### config.mk
export PLATFORM = sky130hd
export DESIGN_NAME = regfile_wb_arbiter_flat
export DESIGN_NICKNAME = d
export VERILOG_FILES = /design/src/rtl/regfile_wb_arbiter_if.sv /design/src/rtl/regfile_wb_arbiter.sv /design/src/flat_wrapper.sv
export SDC_FILE = /design/constraint.sdc
export NUM_CORES = 1
export LEC_CHECK = 0
export CAP_MARGIN = 20
export CORE_AREA = 3 3 101 103
export DETAILED_ROUTE_END_ITERATION = 12
export DIE_AREA = 0 0 104 106
export PLACE_DENSITY_LB_ADDON = 0.08
export SYNTH_ARGS = -nofsm -noshare
export SYNTH_HDL_FRONTEND = slang
export SYNTH_SLANG_ARGS = --single-unit
### constraint.sdc
create_clock -name clk -period 3 [get_ports clk]
set_clock_uncertainty 0.05 [all_clocks]
set_input_delay 0.6 -clock clk [delete_from_list [all_inputs] [get_ports clk]]
set_output_delay 0.6 -clock clk [all_outputs]
set_load 0.02 [all_outputs]
### src/rtl/regfile_wb_arbiter_if.sv
// Bundle of signals between writeback, the multi-cycle unit, decode and the regfile write port.
// The slave modport is the arbiter's view. The master modport is the surrounding pipeline's view.
interface regfile_wb_arbiter_if;
  logic        p_valid;
  logic [4:0]  p_rd;
  logic [31:0] p_data;
  logic        p_ready;
  logic        m_valid;
  logic [4:0]  m_rd;
  logic [31:0] m_data;
  logic        m_ready;
  logic        issue_valid;
  logic [4:0]  issue_rd;
  logic        issue_ready;
  logic [4:0]  rs1;
  logic [4:0]  rs2;
  logic        hazard;
  logic        WE3;
  logic [4:0]  AD3;
  logic [31:0] WD3;

  modport slave (
    input  p_valid, p_rd, p_data, m_valid, m_rd, m_data,
           issue_valid, issue_rd, rs1, rs2,
    output p_ready, m_ready, issue_ready, hazard, WE3, AD3, WD3
  );

  modport master (
    output p_valid, p_rd, p_data, m_valid, m_rd, m_data,
           issue_valid, issue_rd, rs1, rs2,
    input  p_ready, m_ready, issue_ready, hazard, WE3, AD3, WD3
  );
endinterface

### src/rtl/regfile_wb_arbiter.sv
// Arbitrates the single regfile write port between pipeline writeback and a late multi-cycle unit,
// and keeps a busy scoreboard of outstanding multi-cycle destinations for hazard detection.
module regfile_wb_arbiter #(
  parameter int STARVE_LIMIT = 4
) (
  input  logic              clk,
  input  logic              rst,
  regfile_wb_arbiter_if.slave bus
);

  localparam logic [7:0] LIMIT = 8'(STARVE_LIMIT);

  logic [31:1] busy_q, busy_d;
  logic [7:0]  waitCnt_q, waitCnt_d;
  logic        we_q, we_d;
  logic [4:0]  ad_q, ad_d;
  logic [31:0] wd_q, wd_d;
  logic        fromM_q, fromM_d;

  logic        forceM;
  logic        pAccept;
  logic        mAccept;
  logic [31:0] busyVec;
  logic [31:0] busyNext;

  assign busyVec = {busy_q, 1'b0};
  assign forceM  = bus.m_valid && (waitCnt_q == LIMIT);
  assign pAccept = bus.p_valid && !forceM;
  assign mAccept = bus.m_valid && (forceM || !bus.p_valid);

  assign bus.p_ready     = !forceM;
  assign bus.m_ready     = forceM || !bus.p_valid;
  assign bus.issue_ready = (bus.issue_rd == 5'd0) || !busyVec[bus.issue_rd];

  // The in-flight term matters because the regfile reads synchronously and misses this write.
  assign bus.hazard = ((bus.rs1 != 5'd0) && busyVec[bus.rs1]) ||
                      ((bus.rs2 != 5'd0) && busyVec[bus.rs2]) ||
                      (we_q && (ad_q != 5'd0) && ((ad_q == bus.rs1) || (ad_q == bus.rs2)));

  assign bus.WE3 = we_q;
  assign bus.AD3 = ad_q;
  assign bus.WD3 = wd_q;

  always_comb begin
    we_d    = 1'b0;
    ad_d    = ad_q;
    wd_d    = wd_q;
    fromM_d = 1'b0;
    if (mAccept) begin
      we_d    = (bus.m_rd != 5'd0);
      ad_d    = bus.m_rd;
      wd_d    = bus.m_data;
      fromM_d = 1'b1;
    end else if (pAccept) begin
      we_d    = (bus.p_rd != 5'd0);
      ad_d    = bus.p_rd;
      wd_d    = bus.p_data;
    end
  end

  // Clear is applied before set so an issue on the commit edge keeps the register busy.
  always_comb begin
    busyNext = busyVec;
    if (we_q && fromM_q) begin
      busyNext[ad_q] = 1'b0;
    end
    if (bus.issue_valid && bus.issue_ready && (bus.issue_rd != 5'd0)) begin
      busyNext[bus.issue_rd] = 1'b1;
    end
    busy_d = busyNext[31:1];
  end

  always_comb begin
    waitCnt_d = waitCnt_q;
    if (!bus.m_valid || mAccept) begin
      waitCnt_d = 8'd0;
    end else if (waitCnt_q != LIMIT) begin
      waitCnt_d = waitCnt_q + 8'd1;
    end
  end

  always_ff @(posedge clk or posedge rst) begin
    if (rst) begin
      busy_q    <= '0;
      waitCnt_q <= 8'd0;
      we_q      <= 1'b0;
      ad_q      <= 5'd0;
      wd_q      <= 32'd0;
      fromM_q   <= 1'b0;
    end else begin
      busy_q    <= busy_d;
      waitCnt_q <= waitCnt_d;
      we_q      <= we_d;
      ad_q      <= ad_d;
      wd_q      <= wd_d;
      fromM_q   <= fromM_d;
    end
  end

endmodule

### src/flat_wrapper.sv
// flat-port wrapper written by rule: the top's interface ports become plain ports
module regfile_wb_arbiter_flat 
#(
  parameter int STARVE_LIMIT = 4
)
  (clk, rst, bus_p_valid, bus_p_rd, bus_p_data, bus_m_valid, bus_m_rd, bus_m_data, bus_issue_valid, bus_issue_rd, bus_rs1, bus_rs2, bus_p_ready, bus_m_ready, bus_issue_ready, bus_hazard, bus_WE3, bus_AD3, bus_WD3);
  regfile_wb_arbiter_if bus_i ();
  input  logic clk;
  input  logic rst;
  input wire logic [$bits(bus_i.p_valid)-1:0] bus_p_valid;
  input wire logic [$bits(bus_i.p_rd)-1:0] bus_p_rd;
  input wire logic [$bits(bus_i.p_data)-1:0] bus_p_data;
  input wire logic [$bits(bus_i.m_valid)-1:0] bus_m_valid;
  input wire logic [$bits(bus_i.m_rd)-1:0] bus_m_rd;
  input wire logic [$bits(bus_i.m_data)-1:0] bus_m_data;
  input wire logic [$bits(bus_i.issue_valid)-1:0] bus_issue_valid;
  input wire logic [$bits(bus_i.issue_rd)-1:0] bus_issue_rd;
  input wire logic [$bits(bus_i.rs1)-1:0] bus_rs1;
  input wire logic [$bits(bus_i.rs2)-1:0] bus_rs2;
  output wire logic [$bits(bus_i.p_ready)-1:0] bus_p_ready;
  output wire logic [$bits(bus_i.m_ready)-1:0] bus_m_ready;
  output wire logic [$bits(bus_i.issue_ready)-1:0] bus_issue_ready;
  output wire logic [$bits(bus_i.hazard)-1:0] bus_hazard;
  output wire logic [$bits(bus_i.WE3)-1:0] bus_WE3;
  output wire logic [$bits(bus_i.AD3)-1:0] bus_AD3;
  output wire logic [$bits(bus_i.WD3)-1:0] bus_WD3;
  assign bus_i.p_valid = bus_p_valid;
  assign bus_i.p_rd = bus_p_rd;
  assign bus_i.p_data = bus_p_data;
  assign bus_i.m_valid = bus_m_valid;
  assign bus_i.m_rd = bus_m_rd;
  assign bus_i.m_data = bus_m_data;
  assign bus_i.issue_valid = bus_issue_valid;
  assign bus_i.issue_rd = bus_issue_rd;
  assign bus_i.rs1 = bus_rs1;
  assign bus_i.rs2 = bus_rs2;
  assign bus_p_ready = bus_i.p_ready;
  assign bus_m_ready = bus_i.m_ready;
  assign bus_issue_ready = bus_i.issue_ready;
  assign bus_hazard = bus_i.hazard;
  assign bus_WE3 = bus_i.WE3;
  assign bus_AD3 = bus_i.AD3;
  assign bus_WD3 = bus_i.WD3;
  regfile_wb_arbiter #(.STARVE_LIMIT(STARVE_LIMIT)) u_core (.clk(clk), .rst(rst), .bus(bus_i));
endmodule
==> impl_metrics.py, run 1 <==
metrics = {
    "sta": {
        "fmax_mhz": 351,
        "tightest_slew_ns": 0.670,
        "slew_violations": 0,
        "hold_viol_final": 0,
        "finalCriticalPeriod_ns": 2.85,
        "fin_crit_sh": 0.950,
        "slew_headroom": 0.554,
        "grt_setup_unrepaired": "false",
        "final-setup-viol-count": 0,
    },
    "drt": {
        "drt_iter0_drc": 237,
        "wl_per_cell_um": 19.0,
        "vias_per_cell": 5.65,
        "ant_nets": 0,
        "first_pass_iters": 5,
        "remaining_drc_errors": 0,
        "via_count": 3969,
        "routed_wl_mm": 13.3,
    },
    "setup_path": {
        "cp-start-kind": "primary input",
        "cp.arrival_ns": 2.20,
        "required_ns": 2.35,
        "max_stage_delay_ns": 0.53,
        "worstSetupEndpointType": "primary output",
        "crit_top_cell": "mux4_2",
        "slowest_stage": "mux4_2",
        "critical-path-top-delay-family": "multiplexers",
        "crit_fanout": 7,
        "crit_type": "in2out",
        "cp_cell_sequence": "clkbuf_2, buf_12, mux4_2, mux4_2, mux2i_1, buf_4",
        "crit_buf_inv": 3,
    },
    "synthesis": {
        "synthMuxAreaShare": 0.227,
        "yosysUniqueCellTypes": 42,
        "synth-edff-count": 0,
        "synth_top_family_by_area": "multiplexers",
        "yosysTopAreaCell": "dfrtp_1",
        "synthSimpleGateAreaFrac": 0.122,
        "synthXorXnorAreaFrac": 0.0318,
        "synthAdderAreaFrac": 0.00568,
        "synthTopCellsByArea": "dfrtp_1 (44%), mux2i_1 (10%), o21ai_0 (9.9%)",
        "synth-compound-area-share": 0.137,
        "yosysMostFrequentCell": "o21ai_0",
        "synthesis.area_um2": 4400,
        "synth_nets": 518,
        "netlist_instances": 422,
        "synth_area_per_cell_um2": 10.4,
        "async_flop_share": 1.00,
        "ys_ff_latch": 78,
        "synth_common_cells": "o21ai_0 (87), dfrtp_1 (78), mux2i_1 (46), nand2_1 (46), clkbuf_1 (20)",
        "synth_top_area_frac": 0.443,
        "ys_seq_area_frac": 0.443,
        "synthFlopType": "dfrtp_1",
        "yosysWarnings": 0,
    },
    "floorplan": {
        "core_um2": 9280,
        "die_x_um": 104,
        "core.rowCount": 35,
        "initial_utilization": 0.474,
        "ios": 136,
        "die_area_um2": 11000,
        "die_y_um": 106,
    },
    "global_route": {
        "grt_first_pass_wirelength_mm": 21.4,
        "grt_start_max_net_pins": 69,
        "antenna_found_initial": 0,
        "gr-total-overflow": 0,
        "grt_pass1_vias": 4083,
        "grt.total_usage": 0.246,
    },
    "final_layout": {
        "fillers": 768,
        "drive_above_1_share": 0.154,
        "fin_util": 0.678,
        "final_nets": 664,
        "area_delta_synth_final_pct": 42.9,
        "instances_no_fill": 702,
        "diodes": 0,
    },
    "placed_design": {
        "dp_hpwl_mm": 9.59,
        "gp_congestion": 0.911,
        "portBuffers": 135,
        "place_inst": 683,
    },
    "clock_network": {
        "cts_tree": "done",
        "cts_setup_buffers": 0,
        "clk_latency_ns": 0.36,
        "ctsRootBufferMaster": "clkbuf_8",
        "h-tree-depth": 3,
        "cts_buffers": 9,
        "clkTransAtPathRegs_ns": 0.08,
        "clockBufferDepth": 2,
        "clock-sinks": 78,
    },
    "run_status": {
        "outcome": "finished, final reports clean",
    },
    "power_and_ir_drop": {
        "power_density_nw_per_um2": 495,
        "leakagePower_uw": 0.00252,
        "ir_worst_vdd_uv": 258,
        "report.power.total_uw": 3120,
    },
    "job": {
        "maxCapViolCount": 0,
    },
    "hold_path": {
        "hp-class": "reg2reg",
    },
}
-- layer usage --
metal	share of wire	global-route usage	vias to the layer above
li1	-	-	1832
met1	0.41	0.307	1928
met2	0.49	0.409	176
met3	0.071	0.0583	33
met4	0.031	0.114	0
met5	0	0	-
-- power breakdown --
| group | internal, µW | total [µW] | leakage [µW] | switching (µW) |
|---|---|---|---|---|
| clock network | 412 | 842 | 0.0000993 | 430 |
| registers | 1200 | 1360 | 0.000886 | 155 |
| logic | 511 | 916 | 0.00154 | 405 |
-- worst reg2reg max path: cells and delay by family (launching register included) --
family,cells,cell delay (ns)
simple gates,4,0.75
flops,1,0.40
fa+ha+maj,1,0.20
buf+inv,2,0.56
-- metrics by stage --
step                setup TNS [ns]  area, µm²  hold WS, ns  setup slack, ns
finish                           0       6290        0.451            0.151
global route                     0       6290        0.490           0.0375
CTS                              0       6290        0.455         0.000904
detailed placement           -1.30       6020        0.444           -0.753
global placement             -1.24       6020        0.435           -0.736
floorplan                        0       4400        0.404            0.272
-- cells in the final DEF (no fill, tap or decap), types with 4 or more instances in the layout --
cell type and count:
clkdlybuf4s50_1 123, o21ai_0 87, dfrtp_1 78, nand2_1 46
mux2i_1 46, buf_4 24, mux4_2 21, nor2_1 19
xnor2_1 13, clkbuf_8 10, o21ai_1 9, nand3_1 8
a21oi_1 7, nand3b_1 5, mux2_2 5, inv_1 4
or3_1 4, dlygate4sd2_1 4
-- cells by family after synthesis --
logic type                 Yosys count
AOI/OAI and AO/OA                  114
and+or+nand+nor                    105
DFF                                 78
muxes                               72
buffers and inverters               35
xor gates and xnor gates            16
adders and majority gates            2
-- layout make-up --
cell class	instances	area (µm²)	area share
Clock inverter	6	67.6	0.0107
Multi-Input combinational cell	309	2310	0.367
Timing Repair Buffer	165	1650	0.262
Inverter	5	18.8	0.00298
Sequential cell	78	1950	0.310
Clock buffer	10	138	0.0219
Tap cell	129	161	0.0256
-- worst paths after layout --
path / end / depth (start not counted) / slack, ns / start
min in group asynchronous: u_core.bus.WD3[19] / 2 / 0.52 / rst
min: u_core.waitCnt_q[0] / 1 / 0.45 / u_core.waitCnt_q[0]
max reg2reg: u_core.waitCnt_q[7] / 7 / 0.97 / u_core.waitCnt_q[0]
max: bus_issue_ready / 6 / 0.15 / bus_issue_rd[0]
min reg2reg: u_core.waitCnt_q[0] / 1 / 0.45 / u_core.waitCnt_q[0]
max in group asynchronous: u_core.fromM_q / 3 / 1.71 / rst
-- flip-flops by register name (all words and copies together), names as in the netlist --
name and cells:
u_core.bus.WE3 1, u_core.waitCnt_q 8, u_core.bus.WD3 32, u_core.bus.AD3 5, u_core.fromM_q 1, u_core.busy_q 31
-- repair_timing --
action | CTS | global route
setup endpoints to repair | 2 | 3
gates cloned | 2 | 1
hold buffers | 0 | 0
pin swaps | 1 | 2
resized for setup | 25 | 10
Power figures use the tool's default switching activity.
==> run 2: changes to the inputs <==
--- a/config.mk
+++ b/config.mk
@@ -10,6 +10,7 @@
 export DETAILED_ROUTE_END_ITERATION = 12
 export DIE_AREA = 0 0 104 106
 export PLACE_DENSITY_LB_ADDON = 0.08
+export SKIP_LAST_GASP = 1
 export SYNTH_ARGS = -nofsm -noshare
 export SYNTH_HDL_FRONTEND = slang
 export SYNTH_SLANG_ARGS = --single-unit
==> run 2 against run 1 <==
Compared with the run above: cell count is the same; largest power group unchanged; non-clock buffer count is the same; fmax is essentially flat; critical path type unchanged; highest routed layer unchanged; largest cell class unchanged.
==> impl_metrics.py, run 2 (synthesized netlist as in run 1, its figures left out) <==
metrics = {
    "sta": {
        "hold_slack_ns": 0.451,
        "tightest_slew_ns": 0.670,
        "slew_headroom": 0.553,
        "fin_crit_sh": 0.950,
        "final-setup-viol-count": 0,
        "fmax_mhz": 351,
        "finalCriticalPeriod_ns": 2.85,
        "grt_setup_unrepaired": "true",
        "slew_violations": 0,
        "hold_viol_final": 0,
        "setup_tns_ns": 0,
    },
    "final_layout": {
        "fillers": 766,
        "area_delta_synth_final_pct": 43.0,
        "final_cell_mix": "clkdlybuf4s50_1 (123), o21ai_0 (87), dfrtp_1 (78)",
        "final_common_cell": "clkdlybuf4s50_1",
        "drive_above_1_share": 0.152,
        "diodes": 0,
        "fin_area_um2": 6300,
        "largest_reg_flops": 32,
        "fin_util": 0.678,
        "final_nets": 664,
    },
    "setup_path": {
        "worstSetupEndpointType": "primary output",
        "crit_type": "in2out",
        "cp.arrival_ns": 2.20,
        "crit_fanout": 7,
        "cp-start-kind": "primary input",
        "required_ns": 2.35,
    },
    "drt": {
        "remaining_drc_errors": 0,
        "via_count": 3953,
        "wl_per_cell_um": 19.0,
        "routed_wl_mm": 13.3,
        "first_pass_iters": 5,
        "vias_per_cell": 5.63,
        "drt_iter0_drc": 238,
        "ant_nets": 0,
    },
    "run_status": {
        "outcome": "finished, final reports clean",
    },
    "placed_design": {
        "dp_hpwl_mm": 9.59,
        "portBuffers": 135,
        "gp_congestion": 0.911,
        "place_area_um2": 6020,
    },
    "job": {
        "maxCapViolCount": 0,
    },
    "clock_network": {
        "h-tree-depth": 3,
        "clock-sinks": 78,
        "ctsRootBufferMaster": "clkbuf_8",
        "clk_latency_ns": 0.37,
        "cts_buffers": 9,
        "postCtsHoldBufs": 0,
        "clkTransAtPathRegs_ns": 0.08,
        "cts_tree": "done",
        "clockBufferDepth": 2,
    },
    "floorplan": {
        "die_area_um2": 11000,
        "core_um2": 9280,
        "ios": 136,
        "die_y_um": 106,
        "core.rowCount": 35,
        "die_x_um": 104,
        "initial_utilization": 0.474,
    },
    "global_route": {
        "grt_start_max_net_pins": 69,
        "gr-total-overflow": 0,
        "grt.total_usage": 0.246,
        "grt_pass1_vias": 4083,
        "grt_first_pass_wirelength_mm": 21.4,
        "antenna_found_initial": 0,
    },
    "power_and_ir_drop": {
        "report.power.total_uw": 3120,
        "power_density_nw_per_um2": 495,
        "leakagePower_uw": 0.00252,
        "ir_worst_vdd_uv": 258,
    },
    "hold_path": {
        "hp-class": "reg2reg",
    },
}
run 2: cell count changes in the layout (fill, tap and decap cells not counted):
cell           delta
dlygate4sd2_1     +1
clkbuf_2          -1
run 2: cell type report:
| cell class | count | area, µm² | area share |
|---|---|---|---|
| sequential | 78 | 1950 | 0.310 |
| timing repair buffer | 165 | 1650 | 0.263 |
| clock inverter | 6 | 67.6 | 0.0107 |
| tap | 129 | 161 | 0.0256 |
| multi-input combinational | 309 | 2310 | 0.366 |
| clock buffer | 10 | 138 | 0.0219 |
| inverter | 5 | 18.8 | 0.00298 |
run 2: per-layer routing:
metal	share of wire	wire, µm	global-route usage	vias up
met4	0.035	469	0.114	0
met2	0.49	6480	0.409	194
met3	0.077	1030	0.0583	40
met1	0.40	5340	0.307	1888
li1	-	-	-	1831
met5	0	0	0	-
run 2: timing repair:
action / in CTS / in global routing
pin swaps: 1 / 2
setup endpoints to repair: 2 / 3
gates resized for setup: 25 / 8
setup buffers: 0 / 0
cloned: 2 / 1
run 2: worst paths after layout:
path	start	end	slack, ns	depth (start not counted)
max reg2reg	u_core.waitCnt_q[0]	u_core.waitCnt_q[7]	0.97	7
min	u_core.waitCnt_q[0]	u_core.waitCnt_q[0]	0.45	1
max	bus_issue_rd[0]	bus_issue_ready	0.15	6
max in group asynchronous	rst	u_core.busy_q[3]	1.71	3
min reg2reg	u_core.waitCnt_q[0]	u_core.waitCnt_q[0]	0.45	1
min in group asynchronous	rst	u_core.bus.WD3[19]	0.52	2
run 2: critical path, cell delays in order:
cell and delay [ns]:
clkbuf_2 0.14, buf_12 0.14, mux4_2 0.53, mux4_2 0.47, mux2i_1 0.15, buf_4 0.16
run 2: power by group:
group	switching, µW	internal (µW)
registers	153	1200
clock network	431	412
logic	404	511
total	988	2130
run 2: through the flow:
step           setup WS (ns)  std cells
2_1_floorplan          0.272        422
3_3_place_gp          -0.736        683
3_5_place_dp          -0.753        683
4_1_cts             0.000904        701
5_1_grt              -0.0364        702
6_report               0.149        702
